$ cat src/rtl/tdc_sequencer.sv
// Boot, soft-reset and round-robin measurement sequencer for a six-channel TDC,
// commanded by single ASCII bytes arriving from a UART receiver.
module tdc_sequencer #(
  parameter int          BOOT_CYCLES    = 100000,
  parameter int          TIMEOUT_CYCLES = 4096,
  parameter logic [5:0]  CH_MASK        = 6'b111111
) (
  input  logic       clk,
  input  logic       rst,
  input  logic [7:0] rx_data,
  input  logic       new_rx_data,
  input  logic [5:0] tdc_done,
  output logic       tdc_enable,
  output logic [5:0] soft_reset,
  output logic [5:0] start,
  output logic [2:0] cur_ch,
  output logic       meas_valid,
  output logic       timeout_err,
  output logic       pause,
  output logic       go_home
);

  typedef enum logic [2:0] {
    ST_OFF    = 3'd0,
    ST_BOOT   = 3'd1,
    ST_SRESET = 3'd2,
    ST_SELECT = 3'd3,
    ST_START  = 3'd4,
    ST_WAIT   = 3'd5
  } state_t;

  localparam logic [19:0] BOOT_LAST    = 20'(BOOT_CYCLES - 1);
  localparam logic [19:0] TIMEOUT_LAST = 20'(TIMEOUT_CYCLES - 1);

  state_t      state_reg, state_next;
  logic [19:0] count_reg, count_next;
  logic [2:0]  cur_ch_reg, cur_ch_next;

  logic       tdc_enable_reg, tdc_enable_next;
  logic [5:0] soft_reset_reg, soft_reset_next;
  logic [5:0] start_reg, start_next;
  logic       meas_valid_reg, meas_valid_next;
  logic       timeout_err_reg, timeout_err_next;
  logic       pause_reg, pause_next;
  logic       go_home_reg, go_home_next;

  logic       cmd_d, cmd_x, cmd_s, cmd_p, cmd_h;
  logic       done_hit;
  logic [2:0] next_ch;
  logic [5:0] start_onehot;

  assign cmd_d = new_rx_data && (rx_data == 8'h64);
  assign cmd_x = new_rx_data && (rx_data == 8'h78);
  assign cmd_s = new_rx_data && (rx_data == 8'h73);
  assign cmd_p = new_rx_data && (rx_data == 8'h70);
  assign cmd_h = new_rx_data && (rx_data == 8'h68);

  // Only the owned channel's done bit matters; the others are ignored.
  assign done_hit = tdc_done[cur_ch_reg];

  // First enabled channel strictly after cur_ch, ascending with wrap 5 -> 0.
  always_comb begin
    int          c;
    logic        found;
    logic [2:0]  cand;
    next_ch = cur_ch_reg;
    found   = 1'b0;
    c       = 0;
    cand    = 3'd0;
    for (int i = 1; i <= 6; i++) begin
      c = int'(cur_ch_reg) + i;
      if (c >= 6) c = c - 6;
      cand = 3'(c);
      if (!found && CH_MASK[cand]) begin
        next_ch = cand;
        found   = 1'b1;
      end
    end
  end

  always_ff @(posedge clk or posedge rst) begin
    if (rst) begin
      state_reg  <= ST_OFF;
      count_reg  <= 20'd0;
      cur_ch_reg <= 3'd0;
    end else begin
      state_reg  <= state_next;
      count_reg  <= count_next;
      cur_ch_reg <= cur_ch_next;
    end
  end

  always_comb begin
    state_next  = state_reg;
    count_next  = count_reg;
    cur_ch_next = cur_ch_reg;
    case (state_reg)
      ST_OFF: begin
        if (cmd_d) begin
          state_next = ST_BOOT;
          count_next = 20'd0;
        end
      end
      ST_BOOT: begin
        if (count_reg == BOOT_LAST) begin
          state_next = ST_SRESET;
          count_next = 20'd0;
        end else begin
          count_next = count_reg + 20'd1;
        end
      end
      ST_SRESET: begin
        state_next  = ST_SELECT;
        cur_ch_next = 3'd5;
      end
      ST_SELECT: begin
        // An empty mask leaves nothing to grant, so SELECT is held forever.
        if (!pause_reg && (CH_MASK != 6'd0)) begin
          cur_ch_next = next_ch;
          state_next  = ST_START;
        end
      end
      ST_START: begin
        count_next = 20'd0;
        state_next = ST_WAIT;
      end
      ST_WAIT: begin
        if (done_hit || (count_reg == TIMEOUT_LAST)) begin
          state_next = ST_SELECT;
        end else begin
          count_next = count_reg + 20'd1;
        end
      end
      default: state_next = ST_OFF;
    endcase
    if (cmd_x) begin
      state_next = ST_OFF;
      count_next = 20'd0;
    end
  end

  for (genvar gi = 0; gi < 6; gi++) begin : g_start
    assign start_onehot[gi] = (cur_ch_next == 3'(gi));
  end

  // Outputs are computed from the upcoming state so each register lines up with it.
  always_comb begin
    tdc_enable_next  = (state_next != ST_OFF);
    soft_reset_next  = (state_next == ST_SRESET) ? CH_MASK : 6'd0;
    start_next       = (state_next == ST_START) ? start_onehot : 6'd0;
    meas_valid_next  = (state_reg == ST_WAIT) && done_hit && !cmd_x;
    timeout_err_next = (state_reg == ST_WAIT) && !done_hit &&
                       (count_reg == TIMEOUT_LAST) && !cmd_x;
    pause_next       = pause_reg;
    go_home_next     = go_home_reg;
    if (cmd_s) pause_next = 1'b1;
    if (cmd_h) go_home_next = 1'b1;
    if (cmd_p) begin
      pause_next   = 1'b0;
      go_home_next = 1'b0;
    end
  end

  always_ff @(posedge clk or posedge rst) begin
    if (rst) begin
      tdc_enable_reg  <= 1'b0;
      soft_reset_reg  <= 6'd0;
      start_reg       <= 6'd0;
      meas_valid_reg  <= 1'b0;
      timeout_err_reg <= 1'b0;
      pause_reg       <= 1'b0;
      go_home_reg     <= 1'b0;
    end else begin
      tdc_enable_reg  <= tdc_enable_next;
      soft_reset_reg  <= soft_reset_next;
      start_reg       <= start_next;
      meas_valid_reg  <= meas_valid_next;
      timeout_err_reg <= timeout_err_next;
      pause_reg       <= pause_next;
      go_home_reg     <= go_home_next;
    end
  end

  assign tdc_enable  = tdc_enable_reg;
  assign soft_reset  = soft_reset_reg;
  assign start       = start_reg;
  assign cur_ch      = cur_ch_reg;
  assign meas_valid  = meas_valid_reg;
  assign timeout_err = timeout_err_reg;
  assign pause       = pause_reg;
  assign go_home     = go_home_reg;

endmodule

$ cat config.mk
export PLATFORM = sky130hd
export DESIGN_NAME = tdc_sequencer
export DESIGN_NICKNAME = d
export VERILOG_FILES = /design/src/rtl/tdc_sequencer.sv
export SDC_FILE = /design/constraint.sdc
export NUM_CORES = 1
export LEC_CHECK = 0
export ABC_AREA = 1
export BUFFER_PORTS_ARGS = -buffer_cell sky130_fd_sc_hd__buf_2
export CORE_ASPECT_RATIO = 0.9
export CORE_MARGIN = 2
export CORE_UTILIZATION = 50
export CTS_BUF_LIST = sky130_fd_sc_hd__clkbuf_8
export CTS_CLUSTER_SIZE = 12
export DETAILED_ROUTE_END_ITERATION = 8
export PLACE_DENSITY_LB_ADDON = 0.15
export SLEW_MARGIN = 20
export SYNTH_ARGS = -nofsm -noshare
export SYNTH_HDL_FRONTEND = slang
export SYNTH_SLANG_ARGS = --single-unit
export TNS_END_PERCENT = 20
$ cat constraint.sdc
create_clock -name clk -period 2.45 [get_ports clk]
set_input_delay 0 -clock clk [delete_from_list [all_inputs] [get_ports clk]]
set_output_delay 0 -clock clk [all_outputs]
set_load 0.005 [all_outputs]
---- Yosys cells after proc, flatten, opt, wreduce, memory -nomap -nowiden ----
Memories as Yosys holds them, arrays and structs flattened.
Cells that the tools add are included.
storage, ports and cells
  flip-flop bits (word level) ............. 43
  bits in read-only memories .............. 48
  input port bits ......................... 17
  output and inout bits ................... 20
  logic and storage cells ................. 137
  memories kept ........................... 6
memories
  name              words  width  read ports  clocked after memory_dff  wr ports  RTL line  text
  (name not given)  8      1      1           0                         0         74        if (!found && CH_MASK[cand]) begin
  (name not given)  8      1      1           0                         0         74
  (name not given)  8      1      1           0                         0         74
  (name not given)  8      1      1           0                         0         74
  (name not given)  8      1      1           0                         0         74
  (name not given)  8      1      1           0                         0         74
cells by class
  $add $sub $neg .......................... 13
  $lt $le $gt $ge ......................... 13
  eq/ne operators ......................... 21
  muxes and demuxes ....................... 44
  reductions and logical operators ........ 30
operators by type and width
  kind                                                        number
  two-way mux 20 bit                                          4
  case mux 20 bit (4 select lines)                            1
  two-way mux 3 bit                                           18
  equality test 8 x 7 -> 1 bit, second input constant         5
  less-than comparator 3 x 4 -> 1 bit, second input constant  7
  >= comparator 4 x 3 -> 1 bit, second input constant         6
  adder 20 x 1 -> 20 bit, second input constant               1
  equality test 20 x 12 -> 1 bit, second input constant       1
  equality test 20 x 17 -> 1 bit, second input constant       1
  case mux 3 bit (6 select lines)                             1
  subtractor 3 bit, second input constant                     6
  two-way mux 1 bit                                           16
  equality test 3 x 2 -> 1 bit, second input constant         5
  equality test 3 bit, second input constant                  5
  logical AND 1 bit                                           15
  adder 3 x 3 -> 4 bit, second input constant                 3
  two-way mux 6 bit                                           2
  adder 3 x 2 -> 4 bit, second input constant                 2
  logical NOT 1 bit                                           7
  equality test 3 x 1 -> 1 bit, second input constant         2
  logical NOT 3 bit                                           2
  inequality test 3 bit, second input constant                2
  case mux 3 bit (2 select lines)                             1
  nonzero test 5 bit                                          1
  other kinds (6)                                             7

---- Logic depth before layout (Yosys ltp) ----
Gate-level depths: netlist of run 1.
  depth after elaboration ................. 25
  gate-level depth with buffers ........... 12
  depth with buffers taken out ............ 11

---- Worst setup path after synthesis of run 1 ----
Ideal clock, no wire load.
  path kind ............................... register to register
  from .................................... register count_reg[0]
  to ...................................... register count_reg[10]
  library setup time ...................... 0.118 ns
  arrival ................................. 1.651 ns
  required time ........................... 2.332 ns
  setup slack ............................. 0.681 ns
  cell stages (with the launch flop) ...... 12
  path buffers ............................ 1
  clock period less this slack ............ 1.769 ns
  cell sequence ........................... dfrtp_1 -> ha_1 -> nand3_1 -> nor2_4 -> nand2_4 -> nand3_4 -> nand2_4 -> nand2_2 -> nand2_4 -> buf_6 -> nand3_2 -> nand2_1
on the way
  cells in the longest elaborated chain, start to end .. 4
  elaborated cells on any way between the ends .. 10
  classes of those cells .................. 1 x add/sub; 3 x eq/ne; 4 x mux; 2 x reduce/logical
RTL lines
  item                                                                              RTL line  text
  start, declared                                                                   36        logic [19:0] count_reg, count_next;
  start signal, assigned                                                            88        count_reg <= count_next;
  adder 20 x 1 -> 20 bit, or another cell as far along                              109, 131
  two-way mux 20 bit, or another cell as far along                                  128       if (done_hit || (count_reg == TIMEOUT_LAST)) begin
  case mux 20 bit (4 select lines) / inequality test 3 bit (equally long branches)  --
  two-way mux 20 bit / AND reduction 3 bit (equally long branches)                  --
Several ways; a longest one is shown, not always the timed one. The select of a mux whose other input is x is not followed.
A chain may end at the register's enable or synchronous reset.

---- Worst setup path after layout of run 1 ----
  from .................................... register count_reg[0]
  to ...................................... register count_reg[0]
The elaborated chain is that of the path after synthesis.

==> impl_metrics.py, run 1 <==
metrics = {
    "final_layout": {
        "n_antenna_cell": 0,
        "layout_common_cells": "nand2_1, inv_1, nor2_1",
        "nets": 470,
        "area_delta_synth_final_pct": 11.46,
        "largest_reg_flops": 20,
        "drive_gt1_share_pct": 17.74,
        "nFillCells": 533,
        "layout_commonest_cell": "nand2_1",
    },
    "timing": {
        "worst_pin_slew_ns": 0.4749,
        "period_share_pct": 87.67,
        "finalClockSkew_ns": 0.002666,
        "fmax_mhz": 465.6,
        "setup_violations": 0,
        "rsz0062_at_grt": "no",
        "drv_slew": 0,
        "relSlewSlack_pct": 68.34,
        "fin_crit_ns": 2.148,
        "fin_ws_ns": 0.3021,
        "fin_setup_tns_ns": 0,
        "hold_viol": 0,
    },
    "cts": {
        "clock_sinks": 38,
        "worst_skew_pair.late_latency_ns": 0.29,
        "cts_root_buf": "clkbuf_8",
        "cts_resized": 0,
        "cts_made_buffers": 5,
        "cts_max_level": 2,
        "cts.clk_slew.worst_paths_ns": 0.07,
        "cts_buffer_depth": 2,
        "cts_tree": "done",
    },
    "floorplan": {
        "start_util_pct": 52.56,
        "coreArea_um2": 5318,
        "rows": 25,
        "dieArea_um2": 6205,
        "die_h_um": 74.93,
        "die_x_um": 82.82,
        "io_pins": 37,
    },
    "synthesis": {
        "async_flop_share_pct": 100.0,
        "synth_seq_cells": 38,
        "synth_edf_count": 0,
        "ys_seq_area_share_pct": 34.02,
        "synth_cell_types": 38,
        "syn_area_um2": 2795,
        "syn_nets": 432,
        "yosys_most_used_dff": "dfrtp_1",
        "synth-warning-count": 0,
        "synthCells": 412,
        "syn-mean-instance-area_um2": 6.784,
    },
    "power": {
        "p_leak_nw": 1.601,
        "power_density_nw_per_um2": 725.9,
        "irDropWorstVdd_v": 0.0003664,
    },
    "setup_path": {
        "r2r-start": "count_reg[0]",
        "cp.required_ns": 2.68,
        "reg2reg_to": "count_reg[0]",
        "rrSetupSlack_ns": 0.30,
        "rr_worst_depth": 9,
        "end_kind": "flop",
        "crit_arrival_ns": 2.37,
        "critPathMaxFanout": 14,
        "path_class": "reg2reg",
        "cp-start-kind": "flop",
    },
    "worst_hold_path": {
        "hold_depth": 3,
        "holdPathEnd": "go_home",
        "hold_path.startpoint": "rx_data[3]",
        "hp-class": "in2reg",
    },
    "detailed_routing": {
        "vias": 2767,
        "dr.pass1.iters": 5,
        "drc": 0,
        "ant_nets": 0,
        "wl_per_cell_um": 12.99,
        "routed_via_density": 5.342,
        "drtIter0Drc": 208,
        "finalWirelength_mm": 6.730,
    },
    "global_route": {
        "antenna_found_initial": 0,
        "grt_pass1_wl_mm": 11.88,
        "grt-ovfl-total": 0,
        "grt_pass1_vias": 2570,
        "grt_max_degree": 39,
        "gr-usage-all-layers_pct": 23.62,
    },
    "place": {
        "numPortBuffers": 36,
        "dpl_worst_slack_ns": 0.3475,
        "hpwlAfterDp_mm": 5.034,
        "gp_congestion": 0.9365,
    },
    "outcome": {
        "status": "complete, no violations",
    },
    "flow_run": {
        "drv_cap": 0,
    },
}
-- stage by stage --
| step | total power [W] | instances | instance area [µm²] | hold WS [ns] | utilization (%) |
|---|---|---|---|---|---|
| floorplan | 0.001614 | 412 | 2795 | 0.1647 | - |
| global placement | 0.001791 | 509 | 3010 | 0.1360 | 56.61 |
| detailed placement | 0.001818 | 509 | 3010 | 0.1401 | 56.61 |
| CTS | 0.002273 | 518 | 3115 | 0.02597 | 58.59 |
| global route | 0.002461 | 518 | 3115 | 0.04420 | 58.59 |
| finish | 0.002262 | 518 | 3115 | 0.02393 | 58.59 |
-- Yosys cell counts (all sizes together), types with 2 or more instances --
master	count	share of area (%)
clkbuf	2	0.27
or2	2	0.45
xnor2	4	1.3
inv	57	7.7
o21ai	16	3.7
nor2	57	9.0
xor2	6	1.9
nor3	2	0.54
nand2	123	18
o211ai	4	1.3
clkinv	2	0.27
buf	8	2.6
nand3	53	11
a21oi	17	3.4
dfrtp	38	34
a211oi	2	0.54
ha	3	1.3
nand4	11	2.5
-- routing by layer --
layer  global-route usage, %  up-vias  share of wire [%]
li1                        -     1381                  -
met1                   33.70     1288                 49
met2                   38.53       92                 44
met3                   3.728        6                6.2
met4                   5.464        0               0.94
met5                       0        -                  0
-- layout make-up --
| class | count | area, µm² | share of cell area (%) |
|---|---|---|---|
| repair buffers | 41 | 220.2 | 7.068 |
| inverters | 59 | 221.5 | 7.108 |
| flip-flops and latches | 38 | 950.9 | 30.52 |
| clock inverters | 2 | 12.51 | 0.4016 |
| multi-input cells | 305 | 1544 | 49.56 |
| clock buffers | 6 | 82.58 | 2.651 |
| well taps | 67 | 83.83 | 2.691 |
-- how the worst max path moves through the flow --
stage / startpoint / end / slack, ns / cells after the start
global route: count_reg[0] / count_reg[16] / 0.12 / 9
global placement: count_reg[0] / count_reg[0] / 0.41 / 9
CTS: count_reg[0] / count_reg[0] / 0.32 / 9
detailed placement: count_reg[0] / count_reg[0] / 0.35 / 9
finish: count_reg[0] / count_reg[0] / 0.30 / 9
floorplan: count_reg[0] / count_reg[10] / 0.68 / 11
-- kinds of logic after synthesis --
kind of cell | after synthesis | share of synthesized area (%)
AO/OA/AOI/OAI | 41 | 9.400
AND/OR/NAND/NOR | 251 | 41.36
XOR/XNOR | 10 | 3.133
flip-flops | 38 | 34.02
buffers and inverters | 69 | 10.74
adder cells (fa/ha/maj) | 3 | 1.343
-- critical path: stages (launching register included) --
cell     delay [ns]
dfrtp_1        0.42
ha_1           0.30
nand3_1        0.30
nor2_4         0.24
nand2_4        0.08
nand3_4        0.07
nand2_4        0.06
a21oi_4        0.40
nand2_1        0.12
nand2_1        0.09
-- timing repair --
action | 4_1_cts | 5_1_grt
endpoints found under the setup margin | 0 | 0
buffers inserted | 0 | 0
endpoints found under the hold margin | 38 | 0
hold buffers | 1 | 0
-- power by group --
group          switching [W]  internal [W]
clock network       0.000221      0.000226
registers          0.0000998      0.000701
logic               0.000718      0.000296
total                0.00104       0.00122
(Power assumes the default switching activity.)
==> run 2: changes to the inputs <==
CELL_PAD_IN_SITES_DETAIL_PLACEMENT = 1   (was not set)
CELL_PAD_IN_SITES_GLOBAL_PLACEMENT = 1   (was not set)
CORE_UTILIZATION = 43   (was 50)
HOLD_SLACK_MARGIN = 0.03   (was not set)
==> impl_metrics.py, run 2 (synthesized netlist as in run 1, its figures left out) <==
metrics = {
    "cts": {
        "clock_sinks": 38,
        "hold_buffers": 1,
        "cts_max_level": 2,
        "postCtsSetupBuffers": 0,
        "cts_tree": "done",
        "cts_made_buffers": 5,
        "cts_resized": 0,
        "cts.clk_slew.worst_paths_ns": 0.08,
        "cts_root_buf": "clkbuf_8",
        "worst_skew_pair.late_latency_ns": 0.30,
        "cts_buffer_depth": 2,
    },
    "timing": {
        "rsz0062_at_grt": "no",
        "fin_setup_tns_ns": 0,
        "setup_violations": 0,
        "relSlewSlack_pct": 61.35,
        "worst_pin_slew_ns": 0.5791,
        "hold_viol": 0,
        "fmax_mhz": 457.0,
        "timing.hold.ws_ns": 0.02326,
        "fin_crit_ns": 2.188,
        "period_share_pct": 89.31,
        "finalClockSkew_ns": 0.004967,
        "drv_slew": 0,
    },
    "setup_path": {
        "cp.required_ns": 2.69,
        "end_kind": "flop",
        "critPathMaxFanout": 14,
        "slowest_delay_ns": 0.45,
        "cp-start-kind": "flop",
        "path_buf_inv": 0,
        "cpLargestDelayFamily": "simple AND/OR/NAND/NOR gates",
        "path_class": "reg2reg",
        "crit_chain": "ha_1 > nand3_1 > nor2_4 > nand2_4 > nand3_4 > nand2_4 > a21oi_4 > nand2_1 > nand2_1",
        "crit_arrival_ns": 2.43,
        "slowest_stage": "dfrtp_1",
    },
    "global_route": {
        "gr-usage-all-layers_pct": 24.28,
        "grt_max_degree": 39,
        "antenna_found_initial": 0,
        "grt_pass1_wl_mm": 13.41,
        "grt-ovfl-total": 0,
        "grt_pass1_vias": 2769,
    },
    "detailed_routing": {
        "ant_nets": 0,
        "routed_via_density": 5.147,
        "finalWirelength_mm": 8.087,
        "drtIter0Drc": 71,
        "drc": 0,
        "wl_per_cell_um": 15.09,
        "dr.pass1.iters": 4,
        "vias": 2759,
    },
    "final_layout": {
        "fin_util_pct": 50.58,
        "ff_latch_area_um2": 950.9,
        "nets": 468,
        "nFillCells": 853,
        "layout_commonest_cell": "nand2_1",
        "fin_cells": 536,
        "area_delta_synth_final_pct": 12.49,
        "n_antenna_cell": 0,
        "layout_common_cells": "nand2_1, inv_1, nor2_1",
        "drive_gt1_share_pct": 17.37,
        "multiInputGateArea_um2": 1544,
        "largest_reg_flops": 20,
    },
    "floorplan": {
        "rows": 27,
        "dieArea_um2": 7162,
        "coreArea_um2": 6216,
        "start_util_pct": 44.97,
        "die_x_um": 88.99,
        "io_pins": 37,
        "die_h_um": 80.49,
    },
    "worst_hold_path": {
        "hp-class": "in2reg",
    },
    "place": {
        "gp_congestion": 0.9046,
        "dp.cells": 527,
        "numPortBuffers": 36,
        "hpwlAfterDp_mm": 6.149,
    },
    "power": {
        "irDropWorstVdd_v": 0.0003097,
        "power_density_nw_per_um2": 759.7,
        "p_leak_nw": 1.596,
    },
    "outcome": {
        "status": "complete, no violations",
    },
    "flow_run": {
        "drv_cap": 0,
    },
}
-- run 2: cell count changes in the layout (fill, tap and decap cells not counted), sizes merged --
cell / before / now
clkinv: 3 / 2
buf: 40 / 38
clkbuf: 6 / 5
bufinv: 0 / 1
clkinvlp: 1 / 2
-- run 2: per-layer routing --
layer / wire [µm] / global-route usage (%)
met4: 97 / 5.672
met5: 0 / 0
met2: 3628 / 38.81
met1: 4039 / 33.82
met3: 320 / 4.522
-- run 2: final timing paths --
path                         startpoint       endpoint  slack (ns)  cells past startpoint
max                        count_reg[0]   count_reg[4]        0.26                      9
min                          rx_data[3]        go_home        0.02                      3
max reg2reg                count_reg[0]   count_reg[4]        0.26                      9
min reg2reg                count_reg[1]   count_reg[1]        0.53                      2
max in group asynchronous           rst   count_reg[4]        1.72                      4
min in group asynchronous           rst  count_reg[14]        0.38                      4
-- run 2: final cells by class --
type                            count  share of cell area (%)
Multi-Input combinational cell    305                   49.10
Timing Repair Buffer               39                   6.526
Inverter                           59                   7.043
Clock inverter                      3                   1.433
Tap cell                           87                   3.462
Sequential cell                    38                   30.24
Clock buffer                        5                   2.189
-- run 2: worst register-to-register path, cell delays in order (launching register included) --
cell	delay, ns
dfrtp_1	0.45
ha_1	0.32
nand3_1	0.30
nor2_4	0.25
nand2_4	0.08
nand3_4	0.07
nand2_4	0.06
a21oi_4	0.40
nand2_1	0.10
nand2_1	0.09
-- run 2: report_power, final --
group	switching [W]	total, W	internal, W
sequential	0.000101	0.000801	0.000701
clock	0.000256	0.000560	0.000303
combinational	0.000744	0.00103	0.000283
-- run 2: per-stage QoR --
stage	setup WS (ns)	area [µm²]	power [W]
5_1_grt	0.06666	3144	0.002574
6_report	0.2620	3144	0.002389
3_3_place_gp	0.4190	3020	0.001801
4_1_cts	0.2614	3144	0.002399
3_5_place_dp	0.2863	3020	0.001838
2_1_floorplan	0.6807	2795	0.001614
